$ cat config.mk
export PLATFORM = sky130hd
export DESIGN_NAME = rob_queue
export DESIGN_NICKNAME = d
export VERILOG_FILES = /design/src/rtl/rob_pkg.sv /design/src/rtl/rob_ptr.sv /design/src/rtl/rob_queue.sv
export SDC_FILE = /design/constraint.sdc
export NUM_CORES = 2
export LEC_CHECK = 0
export ABC_AREA = 1
export BUFFER_PORTS_ARGS = -buffer_cell sky130_fd_sc_hd__buf_2
export CAP_MARGIN = 40
export CORE_MARGIN = 2
export CORE_UTILIZATION = 50
export CTS_BUF_LIST = sky130_fd_sc_hd__clkbuf_2
export CTS_CLUSTER_SIZE = 40
export DETAILED_ROUTE_END_ITERATION = 12
export MAX_ROUTING_LAYER = met4
export PLACE_DENSITY = 0.66
export SETUP_SLACK_MARGIN = 0.2
export SYNTH_ARGS = -nofsm -noshare
export SYNTH_HDL_FRONTEND = slang
export SYNTH_SLANG_ARGS = --single-unit
$ cat constraint.sdc
create_clock -name clk -period 6 [get_ports clk]
set_input_delay 1.8 -clock clk [delete_from_list [all_inputs] [get_ports clk]]
set_output_delay 1.8 -clock clk [all_outputs]
set_load 0.005 [all_outputs]
$ cat src/rtl/rob_pkg.sv
// Shared types and default sizing for the reorder buffer.
package rob_pkg;
  localparam int ROB_DEPTH = 8;
  localparam int ROB_XLEN  = 32;
  localparam int ROB_TAG_W = $clog2(ROB_DEPTH);
  localparam int ROB_CNT_W = ROB_TAG_W + 1;

  typedef struct packed {
    logic                valid;
    logic                done;
    logic                mispredict;
    logic [4:0]          rd;
    logic [31:0]         inst;
    logic [ROB_XLEN-1:0] data;
    logic [ROB_XLEN-1:0] target;
  } rob_entry_t;
endpackage

$ cat src/rtl/rob_ptr.sv
// Wrapping ring pointer; W bits wrap naturally because depth is a power of two.
module rob_ptr #(
  parameter int W = 3
) (
  input  logic         clk,
  input  logic         rst_n,
  input  logic         inc,
  input  logic         clr,
  output logic [W-1:0] ptr
);
  always_ff @(posedge clk or negedge rst_n) begin
    if (!rst_n)   ptr <= '0;
    else if (clr) ptr <= '0;
    else if (inc) ptr <= ptr + 1'b1;
  end
endmodule

$ cat src/rtl/rob_queue.sv
// In-order-retire reorder buffer with CDB capture and mispredict flush.
// Optional ROB_COMMIT_ORDER_EN adds a 64-bit retirement sequence counter.
module rob_queue
  import rob_pkg::*;
#(
  parameter int DEPTH = ROB_DEPTH,
  parameter int XLEN  = ROB_XLEN
) (
  input  logic                     clk,
  input  logic                     rst,
  input  logic                     alloc_valid,
  input  logic [4:0]               alloc_rd,
  input  logic [31:0]              alloc_inst,
  output logic                     alloc_ready,
  output logic [$clog2(DEPTH)-1:0] alloc_tag,
  input  logic                     cdb_valid,
  input  logic [$clog2(DEPTH)-1:0] cdb_tag,
  input  logic [XLEN-1:0]          cdb_data,
  input  logic                     cdb_mispredict,
  input  logic [XLEN-1:0]          cdb_target,
  input  logic [$clog2(DEPTH)-1:0] src_tag,
  output logic                     src_ready,
  output logic [XLEN-1:0]          src_data,
  output logic                     load_reg_wb,
  output logic [4:0]               regidx_wb,
  output logic [XLEN-1:0]          regdata_wb,
  output logic                     commit_valid,
  output logic [31:0]              commit_inst,
  output logic                     flush,
  output logic [XLEN-1:0]          flush_pc,
  output logic                     rob_empty
`ifdef ROB_COMMIT_ORDER_EN
  ,output logic [63:0]             commit_order
`endif
);
  localparam int TAG_W = $clog2(DEPTH);
  localparam int CNT_W = TAG_W + 1;

  rob_entry_t [DEPTH-1:0] ents;
  rob_entry_t             head_e;
  logic [TAG_W-1:0]       head, tail;
  logic [CNT_W-1:0]       count;
  logic                   alloc_fire;

  assign head_e       = ents[head];
  assign commit_valid = head_e.valid && head_e.done;
  assign flush        = commit_valid && head_e.mispredict;
  assign flush_pc     = head_e.target;
  assign load_reg_wb  = commit_valid && (head_e.rd != 5'd0) && !head_e.mispredict;
  assign regidx_wb    = head_e.rd;
  assign regdata_wb   = head_e.data;
  assign commit_inst  = head_e.inst;

  // Readiness is from count alone, so a full ROB stalls even while retiring.
  assign alloc_ready = (count != CNT_W'(DEPTH));
  assign alloc_fire  = alloc_valid && alloc_ready && !flush;
  assign alloc_tag   = tail;
  assign rob_empty   = (count == '0);

  assign src_ready = ents[src_tag].valid && ents[src_tag].done;
  assign src_data  = ents[src_tag].data;

  rob_ptr #(.W(TAG_W)) u_head (
    .clk(clk), .rst_n(rst), .inc(commit_valid), .clr(flush), .ptr(head)
  );
  rob_ptr #(.W(TAG_W)) u_tail (
    .clk(clk), .rst_n(rst), .inc(alloc_fire), .clr(flush), .ptr(tail)
  );

  // Commit clear is last so it wins over any stray write to the head slot.
  always_ff @(posedge clk or negedge rst) begin
    if (!rst) begin
      ents <= '0;
    end else if (flush) begin
      ents <= '0;
    end else begin
      if (alloc_fire)
        ents[tail] <= '{valid: 1'b1, done: 1'b0, mispredict: 1'b0, rd: alloc_rd,
                        inst: alloc_inst, data: '0, target: '0};
      if (cdb_valid && ents[cdb_tag].valid) begin
        ents[cdb_tag].done       <= 1'b1;
        ents[cdb_tag].data       <= cdb_data;
        ents[cdb_tag].mispredict <= cdb_mispredict;
        ents[cdb_tag].target     <= cdb_target;
      end
      if (commit_valid) ents[head] <= '0;
    end
  end

  always_ff @(posedge clk or negedge rst) begin
    if (!rst)       count <= '0;
    else if (flush) count <= '0;
    else begin
      case ({alloc_fire, commit_valid})
        2'b10:   count <= count + 1'b1;
        2'b01:   count <= count - 1'b1;
        default: count <= count;
      endcase
    end
  end

`ifdef ROB_COMMIT_ORDER_EN
  // Counts every retirement, the flushing branch included.
  always_ff @(posedge clk or negedge rst) begin
    if (!rst)              commit_order <= '0;
    else if (commit_valid) commit_order <= commit_order + 64'd1;
  end
`else
  // Retirement order counter not built.
`endif
endmodule
==> impl_metrics.json <==
{
  "ys.flop_type": "dfrtp_1",
  "final_max_slew_viol_count": 0,
  "seqCellArea_sq_um": 21100,
  "h-tree-depth": 4,
  "async_reset_ff_frac": 1.00,
  "syn_nets": 5327,
  "crit_type": "register to primary output",
  "crit_family": "simple AND/OR/NAND/NOR gates",
  "start_util": 0.506,
  "path_clk_slew_ns": 0.10,
  "cts_buffer_depth": 3,
  "rows": 105,
  "antenna_found_initial": 22,
  "ioPinCount": 254,
  "crit_chain": "nand2_1 > nor2_4 > buf_16 > nand2_1 > nand2_1 > nor2_1 > nand2_2 > nand2_1 > a21oi_1 > buf_2",
  "critical_path_arrival_ns": 3.90,
  "synth_top_cell_area_share": 0.507,
  "drt-total-wl_um": 164000,
  "critical_path.max_fanout": 44,
  "gp_congestion": 0.878,
  "max_freq_mhz": 175,
  "cp_num_cells": 10,
  "finalSetupViolations": 0,
  "synth_top_family_by_area": "compound AO/OA/AOI/OAI gates",
  "drc": 0,
  "cts_tree": "yes",
  "core_sq_um": 82200,
  "cp_slowest_cell": "dfrtp_2",
  "grt_pass1_wl_um": 248000,
  "place_inst": 6194,
  "syn-mean-instance-area_sq_um": 7.98,
  "worst_slack_ns": 0.301,
  "drt-vias-per-instance": 6.27,
  "clock_sinks": 842,
  "syn_area_sq_um": 41600,
  "synth_compound_area_frac": 0.301,
  "utilization": 0.564,
  "relSlewSlack": 0.356,
  "dp_hpwl_um": 88000,
  "layout-area-overhead-vs-synth_pct": 11.5,
  "place_worst_setup_slack_ns": 0.779,
  "cp_num_buf_inv": 2,
  "ys_warn_count": 0,
  "cts_hold_buf": 0,
  "nFillCells": 7861,
  "grt_pass1_vias": 39989,
  "status": "completed",
  "tightest_slew_ns": 0.966,
  "synth_area_leaders": "dfrtp_1 51%, o21ai_0 13%, a21oi_1 11%",
  "drtIter0Drc": 4805,
  "synth_edf_count": 0,
  "vias": 41404,
  "ys_seq_elements": 842,
  "die-area_sq_um": 85500,
  "endpoint_kind": "primary output",
  "cts-root-buf": "clkbuf_2",
  "multi_input_area_sq_um": 17400,
  "yosys.area_share.adder": 0.00120,
  "yosysMostFrequentCell": "o21ai_0",
  "maxCapViolCount": 0,
  "power_density_nw_per_um2": 537,
  "post-route-period-util": 0.950,
  "startpoint_type": "register",
  "ys_seq_area_frac": 0.507,
  "r2r_cells": 13,
  "synth_top_area_cell": "dfrtp_1",
  "synth_xor_area_frac": 0.000211,
  "portBuffers": 253,
  "rsz0062_at_grt": "yes",
  "wl_per_cell_um": 24.8,
  "cpMostUsedCell": "nand2_1",
  "cpPeakStageDelay_ns": 0.57,
  "setup_tns_ns": 0,
  "worstHoldPathType": "input pin to async pin",
  "worstSkewPairLatency_ns": 1.55,
  "yosys.area_share.simple": 0.109,
  "yosys-top-cells-count": "1078 x o21ai_0, 942 x a21oi_1, 842 x dfrtp_1, 730 x nor2_1, 391 x inv_1",
  "p_leak_nw": 21.9,
  "hold_viol": 0,
  "syn-instance-count": 5211,
  "layout_min_cycle_time_ns": 5.70,
  "grt-ovfl-total": 0,
  "nNetsFinal": 5467,
  "drive_gt1_frac": 0.143,
  "grt_start_max_net_pins": 142,
  "die_h_um": 292,
  "ant_nets": 0,
  "synth_mux_area_frac": 0,
  "die_w_um": 292,
  "finalNonFillerCells": 6605,
  "synth.distinct_cells": 39,
  "cts_buffers": 218,
  "firstDrtPassIters": 6,
  "fin_skew_ns": 0.120,
  "power_mw": 24.9,
  "vdd_drop_max_v": 0.000361,
  "required_ns": 4.20,
  "grt.total_usage": 0.392
}
report_power, final:
part	internal, mW	leakage [nW]	total [mW]	switching [mW]
sequential	8.03	10.9	9.31	1.28
clock	1.58	1.50	4.06	2.48
combinational	3.84	9.47	11.5	7.70
total	13.5	21.9	24.9	11.5
through the flow:
stage | hold slack (ns) | instance area [sq um]
finish | 0.421 | 46400
global route | 0.413 | 46400
CTS | 0.304 | 46300
detailed placement | 0.500 | 44100
global placement | 0.487 | 43800
floorplan | 0.478 | 41600
layout make-up:
| type | count | area share |
|---|---|---|
| Clock inverter | 51 | 0.00667 |
| Multi-Input combinational cell | 3500 | 0.375 |
| Tap cell | 1070 | 0.0289 |
| Inverter | 403 | 0.0336 |
| Antenna cell | 26 | 0.00140 |
| Timing Repair Buffer | 386 | 0.0643 |
| Sequential cell | 842 | 0.455 |
| Clock buffer | 327 | 0.0353 |
logic make-up after synthesis:
kind of cell / Yosys count
AOI/OAI and AO/OA: 2339
xor gates and xnor gates: 1
and+or+nand+nor: 1155
DFF: 842
adders and majority gates: 4
buffers and inverters: 870
what timing repair did:
item / CTS / global route
pin swaps: 1 / 0
setup endpoints to repair: 95 / 2
gates resized for setup: 23 / 7
setup buffers: 5 / 0
cloned: 2 / 0
layer usage:
metal  wire length, um  share of wire  up-vias  GRT usage
met1             64400           0.39    19809      0.511
met3             19200           0.12      580     0.0911
met5                 0              0        -          -
met4              7140          0.044        0      0.182
li1                  -              -    18304          -
met2             73100           0.45     2711      0.582
placed cells by master, fill, tap and decap left out, types with 5 or more instances in the layout:
master and instances:
a21oi_1 942, a221oi_1 73, a22o_1 15, a22oi_1 34, a31oi_1 32, buf_12 35
buf_16 11, buf_2 251, buf_4 83, clkbuf_2 327, clkinv_1 36, dfrtp_1 840
diode_2 26, inv_1 380, inv_2 15, inv_4 5, inv_6 5, nand2_1 336
nand3_1 36, nand4_1 33, nor2_1 719, nor2_4 13, o2111ai_1 56, o211ai_1 7
o21ai_0 1078, o21ai_1 24, o21ai_4 7, o22ai_1 58
final timing paths:
| check | from | to | slack (ns) |
|---|---|---|---|
| setup / recovery | u_head.ptr[1] | load_reg_wb | 0.30 |
| hold / removal | rst | ents[390] | 0.42 |
| setup reg to reg | u_head.ptr[1] | ents[821] | 2.12 |
| hold reg to reg | ents[291] | ents[291] | 0.52 |
| max in group asynchronous | rst | ents[632] | 4.29 |
| min in group clk | ents[291] | ents[291] | 0.52 |
worst reg2reg max path: cells and delay by family (launching register included):
family                 cells  cell delay, ns
AO/OA/AOI/OAI              2            0.33
buffers and inverters      2            0.99
flip-flops                 1            0.57
AND/OR/NAND/NOR            9            1.92
state kept, by name (all words and copies together) (netlist names):
name and cells:
count 4, ents 832, u_head.ptr 3, u_tail.ptr 3
(Power assumes the default switching activity.)
